**src/rtl/hamming_pkg.sv**
```systemverilog
// hamming_pkg: shared Hamming(15,11) definitions for the encoder, corrector and serial receiver.
package hamming_pkg;
  localparam int N_BITS_DEF = 15;
  typedef enum logic [1:0] {OCIOSO, RECEBENDO, PARIDADE, PARADA} estado_t;
  function automatic logic paridade_global(input logic [N_BITS_DEF-1:0] w);
    return ^w;
  endfunction
endpackage

```
**src/rtl/recebe_hamming_if.sv**
```systemverilog
// recebe_hamming_if: serial line in, codeword out under valid/ack, plus error flags.
interface recebe_hamming_if #(parameter int N_BITS = hamming_pkg::N_BITS_DEF);
  logic              bit_en;
  logic              serial;
  logic              ack;
  logic [N_BITS-1:0] palavra;
  logic              palavra_valida;
  logic              erro_quadro;
  logic              overrun;
  logic              erro_paridade;
  modport master (output bit_en, serial, ack, input palavra, palavra_valida, erro_quadro, overrun, erro_paridade);
  modport slave (input bit_en, serial, ack, output palavra, palavra_valida, erro_quadro, overrun, erro_paridade);
endinterface

```
**src/rtl/recebe_hamming_contador_timeout.sv**
```systemverilog
// contador_timeout: counts clk cycles since the last clear; expira flags the final allowed cycle.
module contador_timeout #(
  parameter int TIMEOUT_CICLOS = 1024
) (
  input  logic clk,
  input  logic rst,
  input  logic clear,
  input  logic enable,
  output logic expira
);
  localparam int W = $clog2(TIMEOUT_CICLOS);
  logic [W-1:0] cnt_q, cnt_d;
  always_comb cnt_d = (clear | ~enable) ? '0 : cnt_q + W'(1);
  always_ff @(posedge clk or posedge rst)
    if (rst) cnt_q <= '0;
    else cnt_q <= cnt_d;
  assign expira = enable & (cnt_q == W'(TIMEOUT_CICLOS - 1));
endmodule

```
**src/rtl/recebe_hamming.sv**
```systemverilog
// recebe_hamming: start/stop serial deframer producing a 15-bit codeword, bit 0 first.
// HAMMING_PARIDADE_GLOBAL_EN adds an even-parity bit after the codeword, reported on erro_paridade.
module recebe_hamming
  import hamming_pkg::*;
#(
  parameter int N_BITS = N_BITS_DEF,
  parameter int TIMEOUT_CICLOS = 1024
) (
  input logic clk,
  input logic rst,
  recebe_hamming_if.slave bus
);
  localparam int CW = $clog2(N_BITS);
  estado_t estado_q, estado_d;
  logic [CW-1:0] cont_q, cont_d;
  logic [N_BITS-1:0] shift_q, shift_d, palavra_q, palavra_d;
  logic valida_q, valida_d, erro_q, erro_d, over_q, over_d, armado_q, armado_d;
  logic ativo, expira, aborta, ultimo, bom, ruim;
  assign ativo = estado_q != OCIOSO;
  assign aborta = expira & ~bus.bit_en;
  assign ultimo = cont_q == CW'(N_BITS - 1);
  assign bom = (estado_q == PARADA) & bus.bit_en & bus.serial;
  assign ruim = (estado_q == PARADA) & bus.bit_en & ~bus.serial;
  contador_timeout #(.TIMEOUT_CICLOS(TIMEOUT_CICLOS)) u_timeout (
    .clk(clk), .rst(rst), .clear(bus.bit_en), .enable(ativo), .expira(expira)
  );
  always_ff @(posedge clk or posedge rst)
    if (rst) estado_q <= OCIOSO;
    else estado_q <= estado_d;
  always_comb begin
    estado_d = estado_q;
    if (aborta) estado_d = OCIOSO;
    else if (bus.bit_en)
      case (estado_q)
        OCIOSO: estado_d = (armado_q & ~bus.serial) ? RECEBENDO : OCIOSO;
`ifdef HAMMING_PARIDADE_GLOBAL_EN
        RECEBENDO: estado_d = ultimo ? PARIDADE : RECEBENDO;
        PARIDADE: estado_d = PARADA;
`else
        RECEBENDO: estado_d = ultimo ? PARADA : RECEBENDO;
`endif
        default: estado_d = OCIOSO;
      endcase
  end
  // A bad stop bit disarms start detection until the line is seen idle again.
  always_comb begin
    cont_d = (estado_q == RECEBENDO) ? cont_q + CW'(bus.bit_en) : '0;
    shift_d = shift_q;
    if ((estado_q == RECEBENDO) & bus.bit_en) shift_d[cont_q] = bus.serial;
    armado_d = ruim ? 1'b0 : ((estado_q == OCIOSO) & bus.bit_en & bus.serial) ? 1'b1 : armado_q;
    palavra_d = bom ? shift_q : palavra_q;
    valida_d = bom | (valida_q & ~bus.ack);
    over_d = over_q | (bom & valida_q & ~bus.ack);
    erro_d = ruim | aborta;
  end
  always_ff @(posedge clk or posedge rst)
    if (rst) begin
      cont_q <= '0;
      shift_q <= '0;
      armado_q <= 1'b1;
      palavra_q <= '0;
      valida_q <= 1'b0;
      over_q <= 1'b0;
      erro_q <= 1'b0;
    end else begin
      cont_q <= cont_d;
      shift_q <= shift_d;
      armado_q <= armado_d;
      palavra_q <= palavra_d;
      valida_q <= valida_d;
      over_q <= over_d;
      erro_q <= erro_d;
    end
`ifdef HAMMING_PARIDADE_GLOBAL_EN
  logic par_q, par_d, epar_q, epar_d;
  always_comb begin
    par_d = ((estado_q == PARIDADE) & bus.bit_en) ? bus.serial : par_q;
    epar_d = bom ? paridade_global(shift_q) ^ par_q : epar_q;
  end
  always_ff @(posedge clk or posedge rst)
    if (rst) begin
      par_q <= 1'b0;
      epar_q <= 1'b0;
    end else begin
      par_q <= par_d;
      epar_q <= epar_d;
    end
  assign bus.erro_paridade = epar_q;
`else
  assign bus.erro_paridade = 1'b0;
`endif
  assign bus.palavra = palavra_q;
  assign bus.palavra_valida = valida_q;
  assign bus.erro_quadro = erro_q;
  assign bus.overrun = over_q;
endmodule

```
**src/flat_wrapper.sv**
```systemverilog
// flat-port wrapper written by rule: the top's interface ports become plain ports
module recebe_hamming_flat import hamming_pkg::*;
#(
  parameter int N_BITS = N_BITS_DEF,
  parameter int TIMEOUT_CICLOS = 1024
)
  (clk, rst, bus_bit_en, bus_serial, bus_ack, bus_palavra, bus_palavra_valida, bus_erro_quadro, bus_overrun, bus_erro_paridade);
  recebe_hamming_if #(.N_BITS(N_BITS)) bus_i ();
  input logic clk;
  input logic rst;
  input wire logic [$bits(bus_i.bit_en)-1:0] bus_bit_en;
  input wire logic [$bits(bus_i.serial)-1:0] bus_serial;
  input wire logic [$bits(bus_i.ack)-1:0] bus_ack;
  output wire logic [$bits(bus_i.palavra)-1:0] bus_palavra;
  output wire logic [$bits(bus_i.palavra_valida)-1:0] bus_palavra_valida;
  output wire logic [$bits(bus_i.erro_quadro)-1:0] bus_erro_quadro;
  output wire logic [$bits(bus_i.overrun)-1:0] bus_overrun;
  output wire logic [$bits(bus_i.erro_paridade)-1:0] bus_erro_paridade;
  assign bus_i.bit_en = bus_bit_en;
  assign bus_i.serial = bus_serial;
  assign bus_i.ack = bus_ack;
  assign bus_palavra = bus_i.palavra;
  assign bus_palavra_valida = bus_i.palavra_valida;
  assign bus_erro_quadro = bus_i.erro_quadro;
  assign bus_overrun = bus_i.overrun;
  assign bus_erro_paridade = bus_i.erro_paridade;
  recebe_hamming #(.N_BITS(N_BITS), .TIMEOUT_CICLOS(TIMEOUT_CICLOS)) u_core (.clk(clk), .rst(rst), .bus(bus_i));
endmodule
```
**config.mk**
```make
export PLATFORM = sky130hd
export DESIGN_NAME = recebe_hamming_flat
export DESIGN_NICKNAME = d
export VERILOG_FILES = /design/src/rtl/hamming_pkg.sv /design/src/rtl/recebe_hamming_if.sv /design/src/rtl/recebe_hamming_contador_timeout.sv /design/src/rtl/recebe_hamming.sv /design/src/flat_wrapper.sv
export SDC_FILE = /design/constraint.sdc
export NUM_CORES = 1
export LEC_CHECK = 0
export ABC_AREA = 1
export BUFFER_PORTS_ARGS = -buffer_cell sky130_fd_sc_hd__buf_2
export CAP_MARGIN = 10
export CORE_UTILIZATION = 40
export CTS_CLUSTER_SIZE = 25
export DETAILED_ROUTE_END_ITERATION = 12
export SYNTH_ARGS = -nofsm -noshare
export SYNTH_HDL_FRONTEND = slang
export SYNTH_HIERARCHICAL = 1
export SYNTH_SLANG_ARGS = --single-unit
```
**constraint.sdc**
```tcl
create_clock -name clk -period 1.55 [get_ports clk]
set_input_delay 0.31 -clock clk [delete_from_list [all_inputs] [get_ports clk]]
set_output_delay 0.31 -clock clk [all_outputs]
set_load 0.005 [all_outputs]
```
==> results of run 1 <==
==> worst reg2reg max path, stage by stage, from the launching register on <==
cell	delay [ps]
sky130_fd_sc_hd__dfrtp_1	400
sky130_fd_sc_hd__ha_1	200
sky130_fd_sc_hd__nand2_1	80
sky130_fd_sc_hd__nor2_1	160
sky130_fd_sc_hd__nand3_1	120
sky130_fd_sc_hd__nor2_1	100
sky130_fd_sc_hd__inv_1	50
sky130_fd_sc_hd__nand2_1	60
sky130_fd_sc_hd__o21ai_0	70
==> where the power goes <==
part / total (uW) / leakage [uW] / switching (uW) / internal, uW
sequential: 1440 / 0.000684 / 57.6 / 1380
combinational: 298 / 0.000694 / 194 / 103
clock: 905 / 0.0000504 / 425 / 480
==> through the flow <==
step	utilization	power [uW]	worst slack, ps	cell area [um2]
3_5_place_dp	0.456	1760	219	2540
3_3_place_gp	0.456	1760	254	2540
5_1_grt	0.478	2810	6.12	2660
2_1_floorplan	-	1670	324	2330
4_1_cts	0.478	2690	204	2660
6_report	0.478	2640	210	2660
==> how the worst max path moves through the flow <==
stage	to	depth (start not counted)	start
2_1_floorplan	u_core/bus.erro_quadro	1	rst
4_1_cts	u_core/estado_q[0]	8	u_core/u_timeout/cnt_q[0]
5_1_grt	u_core/estado_q[0]	8	u_core/u_timeout/cnt_q[0]
6_report	u_core/estado_q[0]	8	u_core/u_timeout/cnt_q[0]
3_3_place_gp	u_core/estado_q[0]	8	u_core/u_timeout/cnt_q[0]
3_5_place_dp	u_core/estado_q[0]	8	u_core/u_timeout/cnt_q[0]
==> per-layer routing <==
layer / track usage / vias to the layer above / wire, um
met4: 0.0611 / 0 / 68
li1: - / 948 / -
met3: 0.0384 / 5 / 108
met2: 0.239 / 21 / 1840
met1: 0.214 / 809 / 2210
met5: 0 / - / 0
==> cells by family (layout without fill, tap and decap cells) <==
kind of cell    count (synthesis)  count (layout)  synth area share
compound gates                 17              17            0.0408
xor+xnor                        1               1           0.00376
flops                          50              50             0.537
fa+ha+maj                       3               3            0.0161
buf+inv                        36              61            0.0708
simple gates                  175             175             0.330
other cells                     1               1           0.00161
==> cell usage in the layout, fill, tap and decap left out, drive strengths merged <==
cell / instances
o21bai: 1
ha: 3
buf: 28
nor2: 34
nand4: 10
o22ai: 1
bufinv: 1
a21oi: 6
o21ai: 8
clkinv: 1
nand2: 90
xnor2: 1
dfstp: 1
conb: 1
dfrtp: 49
clkinvlp: 2
clkbuf: 5
dlygate4sd3: 1
inv: 23
o21a: 1
nand3: 41
==> sequential cells by signal, indices dropped and copies added, names as in the netlist <==
| name | count |
|---|---|
| u_core/armado_q | 1 |
| u_core/cont_q | 4 |
| u_core/bus.palavra_valida | 1 |
| u_core/bus.palavra | 15 |
| u_core/bus.overrun | 1 |
| u_core/estado_q | 2 |
| u_core/shift_q | 15 |
| u_core/u_timeout/cnt_q | 10 |
| u_core/bus.erro_quadro | 1 |
==> cell type report <==
class	count	area [um2]	area share
tap	72	90.1	0.0338
sequential	50	1250	0.470
clock buffer	5	68.8	0.0258
timing repair buffer	29	203	0.0761
inverter	24	91.3	0.0343
clock inverter	3	45.0	0.0169
multi-input combinational	197	913	0.343
==> repair_timing <==
action,in CTS,in global routing
setup endpoints to repair,0,0
hold buffers,1,0
endpoints found under the hold margin,10,0
==> impl_results.md, run 1 <==
* Run status: finished clean
* Final-layout setup total negative slack at 0 ps
* Routed wirelength normalized by instance count at 11.1 um
* Top cells by area in the synthesized netlist: sky130_fd_sc_hd__dfrtp_1, sky130_fd_sc_hd__nand2_1, sky130_fd_sc_hd__nand3_1
* Most common library cells after synthesis: sky130_fd_sc_hd__nand2_1, sky130_fd_sc_hd__dfrtp_1, sky130_fd_sc_hd__nand3_1
* Vias after detailed routing at 1783
* CP peak stage delay at 400 ps
* Count of flip-flops with a built-in enable after synthesis at 0
* Overall global routing resource usage at 0.157
* Clock sink count at 50
* Netlist Area Pre-Place at 2330 um2
* Cts repair resizes at 0
* Placement row count at 27
* Library cell with the highest instance count after synthesis: sky130_fd_sc_hd__nand2_1
* Number of storage elements in the synthesis netlist at 50
* Clk root buf: sky130_fd_sc_hd__clkbuf_8
* Per-instance average area after synthesis at 8.24 um2
* Clock Skew at 5.61 ps
* Die Span Y at 78.3 um
* Class of the tightest hold or removal check: input pin to flip-flop
* Count of mapped cells out of synthesis at 283
* TritonCTS clock tree: done
* Worst Setup End Kind: flip-flop
* Number of optimization iterations in the first detailed-route pass at 4
* Final-report setup violation count at 0
* Routability Congestion at 0.789
* Fraction of synthesized cell area taken by the top area cell type at 0.526
* Setup repair after global routing missed its margin: false
* Critical path startpoint category: flip-flop
* Startpoint-to-endpoint class of the critical path: flip-flop to flip-flop
* Number of antenna violations at the first check in global routing at 0
* Residual overflow from global routing at 0
* Mean number of vias per cell at 4.69
* I/O pins at 24
* Initial Util at 0.418
* Maximum number of pins on one net before global-route repair at 41
* Final max-slew violation count at 0
* Largest area contributor in the netlist: sky130_fd_sc_hd__dfrtp_1
* Clk pin slew, worst setup/hold paths at 90 ps
* Static leakage at 0.00143 uW
* Layout Cells excl Fill at 380
* Placeable core area at 5570 um2
* Post-Synthesis Net Count at 291
* Achievable Freq at 746 MHz
* Pwr/cell area at 991 nW/um2
* Total Wirelength at 4.23 mm
* Fraction of synthesis flops using an asynchronous set or reset pin at 1.00
* HPWL after detailed placement at 2.96 mm
* Worst Path Required at 1730 ps
* Netlist cell types at 24
* Total of max-cap violations at 0
* CTS H-Tree Depth at 2
* Die boundary width at 78.3 um
* Worst r2r dst: u_core/estado_q[0]
* Cell at the slowest stage of the critical path: sky130_fd_sc_hd__dfrtp_1
* Maximum vdd drop at 0.420 mV
* Worst-case hold slack at 276 ps
* Critical path cell sequence: ha_1, nand2_1, nor2_1, nand3_1, nor2_1, inv_1, nand2_1, o21ai_0
* Layout overhead on the synthesized area at 14.3%
* Critical path buffers and inverters at 1
* Maximum buffer depth of the clock tree at 2
* Antenna Diode Count at 0
* Most used flip-flop cell after synthesis: sky130_fd_sc_hd__dfrtp_1
* Post-route fraction of the period consumed by the critical path at 0.864
* Worst min-delay path endpoint: u_core/bus.palavra_valida
* Die ar. at 6140 um2
* Crit path time final at 1340 ps
* Wire length of the first global-routing pass at 7.47 mm
* Delay-heaviest family, CP: simple AND/OR/NAND/NOR gates
* Syn. warnings at 6
* Number of antenna-violating nets in the routed design at 0
* Share of the yosys chip area belonging to registers at 0.537
* DRC marker count from the first detailed-route iteration at 77
* Critical register-to-register path startpoint: u_core/u_timeout/cnt_q[0]
* Clock buffers created by TritonCTS at 5
* Layout fillers at 566
* Clock network latency to the later pin of the worst-skew pair at 300 ps
* Worst min-delay path startpoint: bus_ack
* Critical-path maximum fanout at 3
* Post-CTS setup buffers at 0
* Register-to-Register Setup Slack at 210 ps
* Number of buffers added on ports at 22
* Number of nets in the layout at 315
* Instance count after placement with tap cells included at 371
* R2R depth at 8
* Number of global-route vias before repair at 1653
* DRC viols at 0
* Instance count along the most critical hold path at 4
* Ratio of cells with drive above 1 in the final layout at 0.149
* Final count of hold timing violations at 0
* Arr. time, crit path at 1520 ps
(Power assumes the default switching activity.)
==> run 2: changes to the inputs <==
--- a/config.mk
+++ b/config.mk
@@ -11,6 +11,8 @@
 export CORE_UTILIZATION = 40
 export CTS_CLUSTER_SIZE = 25
 export DETAILED_ROUTE_END_ITERATION = 12
+export PLACE_DENSITY = 0.56
+export SLEW_MARGIN = 10
 export SYNTH_ARGS = -nofsm -noshare
 export SYNTH_HDL_FRONTEND = slang
 export SYNTH_HIERARCHICAL = 1
==> constraint.sdc (replaced) <==
create_clock -name clk -period 1.55 [get_ports clk]
set_input_delay 0.2325 -clock clk [delete_from_list [all_inputs] [get_ports clk]]
set_output_delay 0.2325 -clock clk [all_outputs]
set_load 0.005 [all_outputs]
==> run 2 against run 1 <==
Register-to-register slack worse by 40 ps; power is 0.36% higher; highest routed layer unchanged; die area stayed put; worst setup slack worse by 37 ps; sequential share of layout area is 0.29 points higher; critical path depth stayed put; largest cell class unchanged; critical path type unchanged.
==> impl_results.md, run 2 (synthesized netlist as in run 1, its figures left out) <==
* Run status: finished clean (unchanged)
* Critical path startpoint category: flip-flop (unchanged)
* Leading cell type in the layout, fill and taps excluded: sky130_fd_sc_hd__nand2_1 (unchanged)
* DRC marker count from the first detailed-route iteration at 137 (was 77)
* Clock network latency to the later pin of the worst-skew pair at 300 ps (about the same)
* Static leakage at 0.00142 uW (was 0.00143 uW)
* Final-layout setup total negative slack at 0 ps (unchanged)
* Initial Util at 0.418 (unchanged)
* Vias after detailed routing at 1827 (was 1783)
* Critical-path maximum fanout at 3 (unchanged)
* Clock buffers created by TritonCTS at 5 (unchanged)
* Clk root buf: sky130_fd_sc_hd__clkbuf_8 (unchanged)
* Clock sink count at 50 (unchanged)
* Final count of hold timing violations at 0 (unchanged)
* Placeable core area at 5570 um2 (unchanged)
* Clk pin slew, worst setup/hold paths at 90 ps (about the same)
* CTS H-Tree Depth at 2 (unchanged)
* Post-CTS setup buffers at 0 (unchanged)
* Worst Path Required at 1740 ps (was 1730 ps)
* Final max-slew violation count at 0 (unchanged)
* Routed wirelength normalized by instance count at 11.4 um (was 11.1 um)
* Maximum vdd drop at 0.376 mV (was 0.420 mV)
* Crit path time final at 1380 ps (was 1340 ps)
* Number of antenna violations at the first check in global routing at 0 (unchanged)
* Maximum number of pins on one net before global-route repair at 41 (unchanged)
* Total Wirelength at 4.32 mm (was 4.23 mm)
* Final instance area at 2650 um2 (was 2660 um2)
* Antenna Diode Count at 0 (unchanged)
* HPWL after detailed placement at 2.95 mm (was 2.96 mm)
* Critical path buffers and inverters at 1 (unchanged)
* CP peak stage delay at 400 ps (about the same)
* Placement row count at 27 (unchanged)
* Layout overhead on the synthesized area at 13.6% (was 14.3%)
* Number of optimization iterations in the first detailed-route pass at 4 (unchanged)
* R2R depth at 8 (unchanged)
* Number of nets in the layout at 315 (unchanged)
* Wire length of the first global-routing pass at 7.62 mm (was 7.47 mm)
* Setup repair after global routing missed its margin: false (unchanged)
* Startpoint-to-endpoint class of the critical path: flip-flop to flip-flop (unchanged)
* I/O pins at 24 (unchanged)
* Total of max-cap violations at 0 (unchanged)
* Die Span Y at 78.3 um (unchanged)
* Arr. time, crit path at 1570 ps (was 1520 ps)
* Overall global routing resource usage at 0.159 (was 0.157)
* Number of antenna-violating nets in the routed design at 0 (unchanged)
* Routability Congestion at 0.751 (was 0.789)
* Delay-heaviest family, CP: simple AND/OR/NAND/NOR gates (unchanged)
* Worst Setup End Kind: flip-flop (unchanged)
* Placed cell area at 2530 um2 (was 2540 um2)
* Die ar. at 6140 um2 (unchanged)
* Instance count along the most critical hold path at 4 (unchanged)
* Final-report setup violation count at 0 (unchanged)
* Worst path depth at 8 (unchanged)
* Pwr/cell area at 1000 nW/um2 (was 991 nW/um2)
* Number of buffers added on ports at 22 (unchanged)
* Cell at the slowest stage of the critical path: sky130_fd_sc_hd__dfrtp_1 (unchanged)
* Ratio of cells with drive above 1 in the final layout at 0.146 (was 0.149)
* Residual overflow from global routing at 0 (unchanged)
* Critical path cell sequence: ha_1, nand2_1, nor2_1, nand3_1, nor2_1, inv_1, nand2_1, o21ai_0 (unchanged)
* Post-route fraction of the period consumed by the critical path at 0.888 (was 0.864)
* Clock Skew at 9.11 ps (was 5.61 ps)
* DRC viols at 0 (unchanged)
* Commonest non-fill, non-tap cells in the layout: sky130_fd_sc_hd__nand2_1, sky130_fd_sc_hd__dfrtp_1, sky130_fd_sc_hd__nand3_1 (unchanged)
* Achievable Freq at 726 MHz (was 746 MHz)
* Class of the tightest hold or removal check: input pin to flip-flop (unchanged)
* Mean number of vias per cell at 4.81 (was 4.69)
* Maximum buffer depth of the clock tree at 2 (unchanged)
* Die boundary width at 78.3 um (unchanged)
* Number of global-route vias before repair at 1712 (was 1653)
* TritonCTS clock tree: done (unchanged)
run 2: cell types whose count changed in the layout (fill, tap and decap cells not counted):
cell and change:
sky130_fd_sc_hd__clkbuf_1 +1, sky130_fd_sc_hd__clkinvlp_4 -1, sky130_fd_sc_hd__buf_12 -1, sky130_fd_sc_hd__buf_4 +1
run 2: final cells by class:
| class | count | area, um2 |
|---|---|---|
| Clock inverter | 2 | 37.5 |
| Tap cell | 72 | 90.1 |
| Clock buffer | 6 | 72.6 |
| Fill cell | 569 | 2930 |
| Multi-Input combinational cell | 197 | 913 |
| Inverter | 24 | 91.3 |
| Sequential cell | 50 | 1250 |
| Timing Repair Buffer | 29 | 190 |
run 2: power by group:
part | internal (uW) | switching (uW) | total, uW
Clock | 482 | 429 | 911
Combinational | 102 | 200 | 302
Sequential | 1380 | 56.8 | 1440
Total | 1960 | 686 | 2650
run 2: timing repair:
item,4_1_cts,5_1_grt
resized for setup,0,0
endpoints found under the hold margin,48,0
hold buffers,1,0
run 2: worst paths after layout:
kind                                             end  slack, ps                       from
max                               u_core/estado_q[0]        170  u_core/u_timeout/cnt_q[0]
min                        u_core/bus.palavra_valida        190                    bus_ack
max reg2reg                       u_core/estado_q[0]        170  u_core/u_timeout/cnt_q[0]
min reg2reg                    u_core/bus.palavra[8]        470      u_core/bus.palavra[8]
max in group asynchronous            u_core/armado_q        770                        rst
min in group asynchronous  u_core/u_timeout/cnt_q[2]        460                        rst
run 2: worst min-delay path, delay by kind of cell:
family	cells	cell delay, ps
simple gates	2	130
buf+inv	2	100
run 2: through the flow:
stage	hold slack, ps	setup WS [ps]	instances	utilization	total power, uW
2_1_floorplan	72.7	324	283	-	1670
3_3_place_gp	260	252	371	0.453	1760
3_5_place_dp	263	182	371	0.453	1770
4_1_cts	179	164	380	0.475	2700
5_1_grt	215	8.74	380	0.475	2790
6_report	186	173	380	0.475	2650
run 2: routing by layer:
| layer | track usage | wire (um) |
|---|---|---|
| met4 | 0.0611 | 72 |
| met1 | 0.193 | 2110 |
| met2 | 0.273 | 2000 |
| met5 | 0 | 0 |
| met3 | 0.0349 | 133 |
